===== config.mk =====
export PLATFORM = sky130hd
export DESIGN_NAME = pc_update
export DESIGN_NICKNAME = d
export VERILOG_FILES = /design/src/rtl/pc_update.sv
export SDC_FILE = /design/constraint.sdc
export NUM_CORES = 1
export LEC_CHECK = 0
export CAP_MARGIN = 30
export CORE_MARGIN = 2
export CORE_UTILIZATION = 35
export DETAILED_ROUTE_END_ITERATION = 8
export SKIP_LAST_GASP = 1
export SYNTH_ARGS = -nofsm -noshare
export SYNTH_HDL_FRONTEND = slang
export SYNTH_SLANG_ARGS = --single-unit

===== constraint.sdc =====
create_clock -name clk -period 6.85 [get_ports clk]
set_input_delay 0.685 -clock clk [delete_from_list [all_inputs] [get_ports clk]]
set_output_delay 0.685 -clock clk [all_outputs]
set_load 0.01 [all_outputs]

===== src/rtl/pc_update.sv =====
// pc_update: architectural PC register and next-PC generator.
// Sequences one instruction fetch at a time with a valid/ready request,
// advances the PC on each committed instruction, and halts on a misaligned
// target.
//
// Optional feature macro: PC_TRACE_EN
//   When defined, a TRACE_DEPTH-entry ring records the pre-update PC of every
//   accepted commit. When undefined, trace_rd_data and trace_count read 0.
//
// Ports
//   clk, rst       clock (rising edge), asynchronous active-high reset
//   pc_src         00 pc+4, 01 pc+imm, 10 (rs1+imm)&~1, 11 csr_pc
//   imm            sign-extended immediate
//   rs1_data       jalr base register value
//   csr_pc         mepc/mtvec from the CSR unit
//   commit         1-cycle pulse: current instruction completed
//   fetch_valid    fetch request valid (registered)
//   fetch_ready    IMEM accepts the request
//   fetch_addr     fetch address (= pc)
//   pc             PC of the instruction in flight (registered)
//   pc_plus4       pc+4, combinational link value
//   misalign       sticky misaligned-target flag (registered)
//   trace_rd_idx   trace entry select, 0 = most recent
//   trace_rd_data  selected trace entry (0 when idx >= trace_count)
//   trace_count    valid trace entries, saturating at TRACE_DEPTH
module pc_update #(
    parameter int unsigned     XLEN        = 32,
    parameter logic [XLEN-1:0] RESET_PC    = XLEN'(32'h8000_0000),
    parameter int unsigned     TRACE_DEPTH = 16
) (
    input  logic                             clk,
    input  logic                             rst,
    input  logic [1:0]                       pc_src,
    input  logic [XLEN-1:0]                  imm,
    input  logic [XLEN-1:0]                  rs1_data,
    input  logic [XLEN-1:0]                  csr_pc,
    input  logic                             commit,
    output logic                             fetch_valid,
    input  logic                             fetch_ready,
    output logic [XLEN-1:0]                  fetch_addr,
    output logic [XLEN-1:0]                  pc,
    output logic [XLEN-1:0]                  pc_plus4,
    output logic                             misalign,
    input  logic [$clog2(TRACE_DEPTH)-1:0]   trace_rd_idx,
    output logic [XLEN-1:0]                  trace_rd_data,
    output logic [$clog2(TRACE_DEPTH):0]     trace_count
);

    localparam int unsigned IDX_W = $clog2(TRACE_DEPTH);
    localparam int unsigned CNT_W = IDX_W + 1;

    typedef enum logic [1:0] {
        IDLE = 2'd0,
        REQ  = 2'd1,
        EXEC = 2'd2,
        HALT = 2'd3
    } state_t;

    state_t          state;
    logic [XLEN-1:0] next_pc;
    logic [XLEN-1:0] jalr_sum;
    logic            next_misaligned;
    logic            commit_acc;

    assign pc_plus4   = pc + XLEN'(4);
    assign fetch_addr = pc;
    assign jalr_sum   = rs1_data + imm;
    assign commit_acc = (state == EXEC) && commit;

    // Next-PC select; all additions wrap modulo 2^XLEN.
    always_comb begin
        next_pc = pc_plus4;
        case (pc_src)
            2'b00:   next_pc = pc_plus4;
            2'b01:   next_pc = pc + imm;
            2'b10:   next_pc = {jalr_sum[XLEN-1:1], 1'b0};
            2'b11:   next_pc = csr_pc;
            default: next_pc = pc_plus4;
        endcase
    end

    assign next_misaligned = |next_pc[1:0];

    // Fetch/commit sequencer; fetch_valid is raised on entry to REQ so it is
    // registered and clears asynchronously with rst.
    always_ff @(posedge clk or posedge rst) begin
        if (rst) begin
            state       <= IDLE;
            pc          <= RESET_PC;
            fetch_valid <= 1'b0;
            misalign    <= 1'b0;
        end else begin
            case (state)
                IDLE: begin
                    state       <= REQ;
                    fetch_valid <= 1'b1;
                end
                REQ: begin
                    if (fetch_ready) begin
                        state       <= EXEC;
                        fetch_valid <= 1'b0;
                    end
                end
                EXEC: begin
                    if (commit) begin
                        pc <= next_pc;
                        if (next_misaligned) begin
                            state    <= HALT;
                            misalign <= 1'b1;
                        end else begin
                            state       <= REQ;
                            fetch_valid <= 1'b1;
                        end
                    end
                end
                HALT: begin
                    fetch_valid <= 1'b0;
                end
                default: begin
                    state       <= IDLE;
                    fetch_valid <= 1'b0;
                end
            endcase
        end
    end

`ifdef PC_TRACE_EN
    logic [XLEN-1:0]  ring [TRACE_DEPTH];
    logic [IDX_W-1:0] wptr;
    logic [CNT_W-1:0] count;
    logic [IDX_W-1:0] rd_ptr;

    // Ring of pre-update PCs; wptr wraps naturally since depth is a power of 2.
    always_ff @(posedge clk or posedge rst) begin
        if (rst) begin
            wptr  <= '0;
            count <= '0;
            for (int unsigned i = 0; i < TRACE_DEPTH; i++) begin
                ring[i] <= '0;
            end
        end else if (commit_acc) begin
            ring[wptr] <= pc;
            wptr       <= wptr + IDX_W'(1);
            if (count != CNT_W'(TRACE_DEPTH)) begin
                count <= count + CNT_W'(1);
            end
        end
    end

    // Index 0 is the most recent entry, i.e. the one just behind wptr.
    assign rd_ptr        = wptr - IDX_W'(1) - trace_rd_idx;
    assign trace_rd_data = ({1'b0, trace_rd_idx} >= count) ? '0 : ring[rd_ptr];
    assign trace_count   = count;
`else
    logic unused_trace;

    assign unused_trace  = ^{trace_rd_idx, commit_acc};
    assign trace_rd_data = '0;
    assign trace_count   = '0;
`endif

endmodule


==> results of run 1 <==
## placed cells by master (no fill, tap or decap), types with 11 or more instances in the layout
cell,synthesis,routed
a211oi_1,17,17
a21o_1,33,33
a21oi_1,96,96
a31oi_1,11,11
clkdlybuf4s50_1,0,197
conb_1,1,37
dfrtp_1,35,35
ha_1,65,65
inv_1,23,23
nand2_1,103,103
nand3_1,30,30
nand4_1,16,16
nor2_1,66,66
nor2b_1,12,12
nor3_1,18,18
o211ai_1,13,13
o21ai_0,52,52
xnor2_1,40,40
xor2_1,34,34
## synth_stat cells (all sizes together) (9+ instances only)
| cell type | instances |
|---|---|
| a21oi | 97 |
| nor2b | 12 |
| o211ai | 13 |
| nand3 | 30 |
| o21ai | 54 |
| buf | 78 |
| clkbuf | 40 |
| a211oi | 19 |
| xnor2 | 40 |
| a31oi | 11 |
| ha | 65 |
| nand4 | 17 |
| dfrtp | 35 |
| a21o | 33 |
| and3 | 10 |
| xor2 | 34 |
| o22ai | 10 |
| and2 | 9 |
| nor2 | 67 |
| inv | 23 |
| nand2 | 103 |
| o21bai | 9 |
| nor3 | 18 |
## through the flow
step	instances	hold slack, ns	setup WS [ns]	power [mW]	util, %
finish	1325	0.4822	2.828	2.915	46.21
global route	1325	0.5450	2.618	3.126	46.21
CTS	1324	0.4872	2.794	2.903	46.17
detailed placement	1316	0.4609	2.741	2.633	45.38
global placement	1316	0.4736	2.730	2.631	45.38
floorplan	969	0.5001	3.822	1.823	-
## registers in the layout (all words and copies together), names as in the netlist
| name | flops |
|---|---|
| fetch_addr | 32 |
| state | 2 |
| fetch_valid | 1 |
| misalign | 1 |
## cell type report
cell class                 count  area [µm²]  area share, %
clock buffer                   5       125.1          1.438
clock inverter                 3       23.77         0.2732
inverter                      24       90.09          1.035
multi-input combinational    791        5200          59.76
sequential                    36       902.1          10.37
tap                          260       325.3          3.739
timing repair buffer         206        2034          23.38
## kinds of logic after synthesis
family                     count (synthesis)  synth area share, %
adders and majority gates                 67                12.59
DFF                                       36                13.31
xor gates and xnor gates                  74                9.561
other                                      1              0.05532
and+or+nand+nor                          297                20.86
AOI/OAI and AO/OA                        306                29.24
muxes                                     10                2.418
buffers and inverters                    142                11.98
## worst paths after layout
kind	slack [ns]	depth (start not counted)	end	start
setup / recovery	2.83	8	pc_plus4[30]	fetch_addr[2]$_DFFE_PP0P_
min in group asynchronous	0.83	3	state[0]$_DFFE_PP0P_	rst
max in group asynchronous	5.61	3	fetch_addr[12]$_DFFE_PP0P_	rst
hold / removal	0.48	1	misalign$_DFFE_PP0P_	misalign$_DFFE_PP0P_
setup reg to reg	3.45	12	fetch_addr[26]$_DFFE_PP0P_	fetch_addr[0]$_DFFE_PP0P_
hold reg to reg	0.48	1	misalign$_DFFE_PP0P_	misalign$_DFFE_PP0P_
## routing by layer
layer	vias to the layer above	share of wire, %	wire (µm)
met4	0	1.9	483
li1	3581	-	-
met5	-	0	0
met1	3447	45	11650
met3	31	8.5	2181
met2	334	44	11330
## power by group
group          internal, mW  switching (mW)  leakage, nW
combinational          1.04            1.08         3.14
sequential            0.307           0.225        0.417
clock                 0.136           0.118       0.0660
==> results.sh, run 1 <==
export IMPL_finalSetupViolCount=0
export IMPL_crit_family="simple AND/OR/NAND/NOR gates"
export IMPL_post_cts_buffers=0
export IMPL_required_ns=6.16
export IMPL_tightestPinTransition_ns=0.8739
export IMPL_cts_root_buf="clkbuf_16"
export IMPL_min_path_type="register to register"
export IMPL_grt_util_met2_pct=37.95
export IMPL_rsz0062_at_grt="no"
export IMPL_syn_to_final_growth_pct=28.35
export IMPL_grt_use_total_pct=24.15
export IMPL_slew_headroom_pct=41.74
export IMPL_endpoint_kind="output port"
export IMPL_max_freq_mhz=248.6
export IMPL_num_rows=50
export IMPL_path_max_fanout=8
export IMPL_drc=0
export IMPL_netlist_instances=933
export IMPL_cts_clk_slew_worst_paths_ns=0.07
export IMPL_cpMaxStageDelayCell="clkdlybuf4s50_1"
export IMPL_routed_wl_um=25650
export IMPL_grt_pass1_vias=6905
export IMPL_cap_violations=0
export IMPL_floorplan_core_area_um2=18830
export IMPL_dieHeight_um=143.2
export IMPL_arrival_ns=3.34
export IMPL_grt_overflow=0
export IMPL_yosysWarnings=0
export IMPL_yosysUniqueCellTypes=78
export IMPL_hold_viol_final=0
export IMPL_finalMaxSlewViolations=0
export IMPL_cts_buffers=5
export IMPL_io_pins=241
export IMPL_diodes=0
export IMPL_clk_latency_ns=0.30
export IMPL_ys_seq_area_share_pct=13.31
export IMPL_die_x_um=143.2
export IMPL_path_class="register to output port"
export IMPL_routabilityCongestion=0.9679
export IMPL_clock_sinks=36
export IMPL_cts_tree="yes"
export IMPL_syn_area_per_cell_um2=7.266
export IMPL_clk_path_buf_depth=2
export IMPL_placed_cell_area_um2=8544
export IMPL_dp_hpwl_um=20010
export IMPL_start_util_pct=36.00
export IMPL_p_leak_nw=3.622
export IMPL_detail_route_antenna_nets=0
export IMPL_portBuffers=199
export IMPL_path_cells="ha_1 > and2_1 > nand4_1 > or2_2 > nor2_1 > and4_1 > xor2_1 > clkdlybuf4s50_1"
export IMPL_cts_resized=0
export IMPL_nNetsFinal=1237
export IMPL_synth_seq_cells=36
export IMPL_synthTopCellsByArea="dfrtp_1 13%, ha_1 12%, buf_4 7.9%"
export IMPL_setup_tns_ns=0
export IMPL_synth_top_area_share_pct=12.92
export IMPL_grt_pass1_wl_um=38230
export IMPL_use_met1_pct=33.52
export IMPL_async_reset_ff_share_pct=100.0
export IMPL_worstSetupStartpointType="register"
export IMPL_ir_worst_vdd_mv=0.2051
export IMPL_fin_crit_ns=4.022
export IMPL_wl_per_cell_um=19.36
export IMPL_drt_first_pass_iters=4
export IMPL_crit_buf_inv=1
export IMPL_antenna_found_initial=0
export IMPL_busiest_layer="met2"
export IMPL_grt_max_degree=75
export IMPL_period_share_pct=58.72
export IMPL_initialDrtViolationCount=511
export IMPL_nFillCells=1939
export IMPL_drive_above_1_share_pct=3.850
export IMPL_via_per_inst=5.580
export IMPL_synth_area_um2=6779
export IMPL_status="finished, final reports clean"
export IMPL_vias=7393
export IMPL_synth_edf_count=0
export IMPL_p_per_area_nw_per_um2=335.0
export IMPL_hold_buffers=0
export IMPL_use_met3_pct=4.963
export IMPL_stdcell_area_um2=8701
export IMPL_synth_top_area_cell="dfrtp_1"
export IMPL_synth_main_ff_cell="dfrtp_1"
export IMPL_dieArea_um2=20500
export IMPL_htreeDepth=2
export IMPL_cp_slowest_stage_delay_ns=0.55
export IMPL_skew_ns=0.006245
Note: power is estimated with default switching activity, not from simulation.
==> run 2: changes to the inputs <==
==> constraint.sdc (replaced) <==
create_clock -name clk -period 3.9 [get_ports clk]
set_input_delay 0.39 -clock clk [delete_from_list [all_inputs] [get_ports clk]]
set_output_delay 0.39 -clock clk [all_outputs]
set_load 0.01 [all_outputs]
==> results.sh, run 2 (same netlist as run 1, synthesis figures left out) <==
export IMPL_status="finished, final reports clean"
export IMPL_slew_headroom_pct=44.09
export IMPL_die_x_um=143.2
export IMPL_mostFrequentLayoutCells="197 x clkdlybuf4s50_1, 103 x nand2_1, 96 x a21oi_1"
export IMPL_vias=7373
export IMPL_tightestPinTransition_ns=0.8299
export IMPL_p_leak_nw=3.736
export IMPL_stdcell_count=1346
export IMPL_nFillCells=1922
export IMPL_arrival_ns=3.27
export IMPL_dieHeight_um=143.2
export IMPL_p_int_mw=2.743
export IMPL_largest_register_ff_count=32
export IMPL_p_sw_share_pct=47.90
export IMPL_cp_slowest_stage_delay_ns=0.55
export IMPL_clock_sinks=36
export IMPL_nNetsFinal=1258
export IMPL_dp_cells=1338
export IMPL_required_ns=3.51
export IMPL_antenna_found_initial=0
export IMPL_clk_latency_ns=0.30
export IMPL_dp_hpwl_um=20630
export IMPL_cts_resized=0
export IMPL_finalSetupViolCount=0
export IMPL_final_common_cell="clkdlybuf4s50_1"
export IMPL_via_per_inst=5.478
export IMPL_finalMaxSlewViolations=0
export IMPL_dpl_worst_slack_ns=0.1909
export IMPL_grt_pass1_wl_um=38850
export IMPL_drt_first_pass_iters=5
export IMPL_grt_max_degree=47
export IMPL_power_frac_clock_pct=9.4
export IMPL_grt_use_total_pct=24.59
export IMPL_num_rows=50
export IMPL_htreeDepth=2
export IMPL_routed_wl_um=26060
export IMPL_rsz0062_at_grt="no"
export IMPL_portBuffers=199
export IMPL_routabilityCongestion=0.9580
export IMPL_cts_tree="yes"
export IMPL_post_cts_buffers=0
export IMPL_grt_overflow=0
export IMPL_cts_clk_slew_worst_paths_ns=0.07
export IMPL_hold_viol_final=0
export IMPL_whs_ns=0.4932
export IMPL_endpoint_kind="output port"
export IMPL_worstSetupStartpointType="register"
export IMPL_start_util_pct=36.00
export IMPL_cpMaxStageDelayCell="clkdlybuf4s50_1"
export IMPL_skew_ns=0.008729
export IMPL_path_cells="ha_1 > and2_1 > nand4_1 > or2_2 > nor2_1 > and4_1 > xor2_1 > clkdlybuf4s50_1"
export IMPL_floorplan_core_area_um2=18830
export IMPL_detail_route_antenna_nets=0
export IMPL_ir_worst_vdd_mv=0.2889
export IMPL_combPwrFrac_pct=73.5
export IMPL_initialDrtViolationCount=509
export IMPL_drive_above_1_share_pct=5.709
export IMPL_cts_root_buf="clkbuf_16"
export IMPL_dieArea_um2=20500
export IMPL_max_freq_mhz=273.4
export IMPL_min_path_type="register to register"
export IMPL_wl_per_cell_um=19.36
export IMPL_grt_pass1_vias=6942
export IMPL_cts_buffers=5
export IMPL_path_max_fanout=6
export IMPL_fin_crit_ns=3.657
export IMPL_p_per_area_nw_per_um2=592.8
export IMPL_setup_tns_ns=0
export IMPL_io_pins=241
export IMPL_cap_violations=0
export IMPL_hold_buffers=0
export IMPL_clk_path_buf_depth=2
export IMPL_path_class="register to output port"
export IMPL_syn_to_final_growth_pct=31.01
export IMPL_period_share_pct=93.78
export IMPL_drc=0
export IMPL_p_sw_mw=2.522
export IMPL_diodes=0
export IMPL_seqPwrFrac_pct=17.0
export IMPL_layout_setup_ws_ns=0.2425
## run 2: worst max-delay path, delay by kind of cell (launching register included)
kind / cells / cell delay (ns)
simple gates: 5 / 1.51
buf+inv: 1 / 0.55
flops: 1 / 0.46
fa+ha+maj: 1 / 0.29
xor+xnor: 1 / 0.15
## run 2: final timing paths
path | from | to | slack, ns | cells past startpoint
min reg2reg | misalign$_DFFE_PP0P_ | misalign$_DFFE_PP0P_ | 0.49 | 1
min in group asynchronous | rst | state[0]$_DFFE_PP0P_ | 0.53 | 3
max in group asynchronous | rst | fetch_addr[15]$_DFFE_PP0P_ | 2.97 | 3
max reg2reg | fetch_addr[11]$_DFFE_PP0P_ | fetch_addr[30]$_DFFE_PP0P_ | 0.62 | 10
max | fetch_addr[3]$_DFFE_PP0P_ | pc_plus4[30] | 0.24 | 8
min | misalign$_DFFE_PP0P_ | misalign$_DFFE_PP0P_ | 0.49 | 1
## run 2: final cells by class
class	instances	area (µm²)	area share (%)
clock buffer	5	125.1	1.409
clock inverter	3	42.54	0.4790
inverter	24	90.09	1.014
multi-input combinational	791	5200	58.55
sequential	36	902.1	10.16
tap	260	325.3	3.663
timing repair buffer	227	2196	24.73
## run 2: power by group through the flow
stage	combinational, mW	clock, mW	sequential [mW]
floorplan	2.33	0	0.869
global placement	3.83	0	0.900
detailed placement	3.81	0	0.901
CTS	3.85	0.507	0.897
global route	4.20	0.519	0.932
finish	3.87	0.497	0.898
## run 2: metal layers
layer	routed length [µm]	GRT usage, %
met2	11660	38.76
met1	11380	33.70
met5	0	0
met3	2606	5.969
met4	413	6.097
## run 2: metrics by stage
step	util [%]	cell area, µm²	total power, mW
after floorplan	-	6914	3.201
final	47.16	8881	5.265
after global placement	46.21	8702	4.726
after detailed placement	46.27	8713	4.715
after CTS	47.16	8881	5.250
after global routing	47.16	8881	5.651
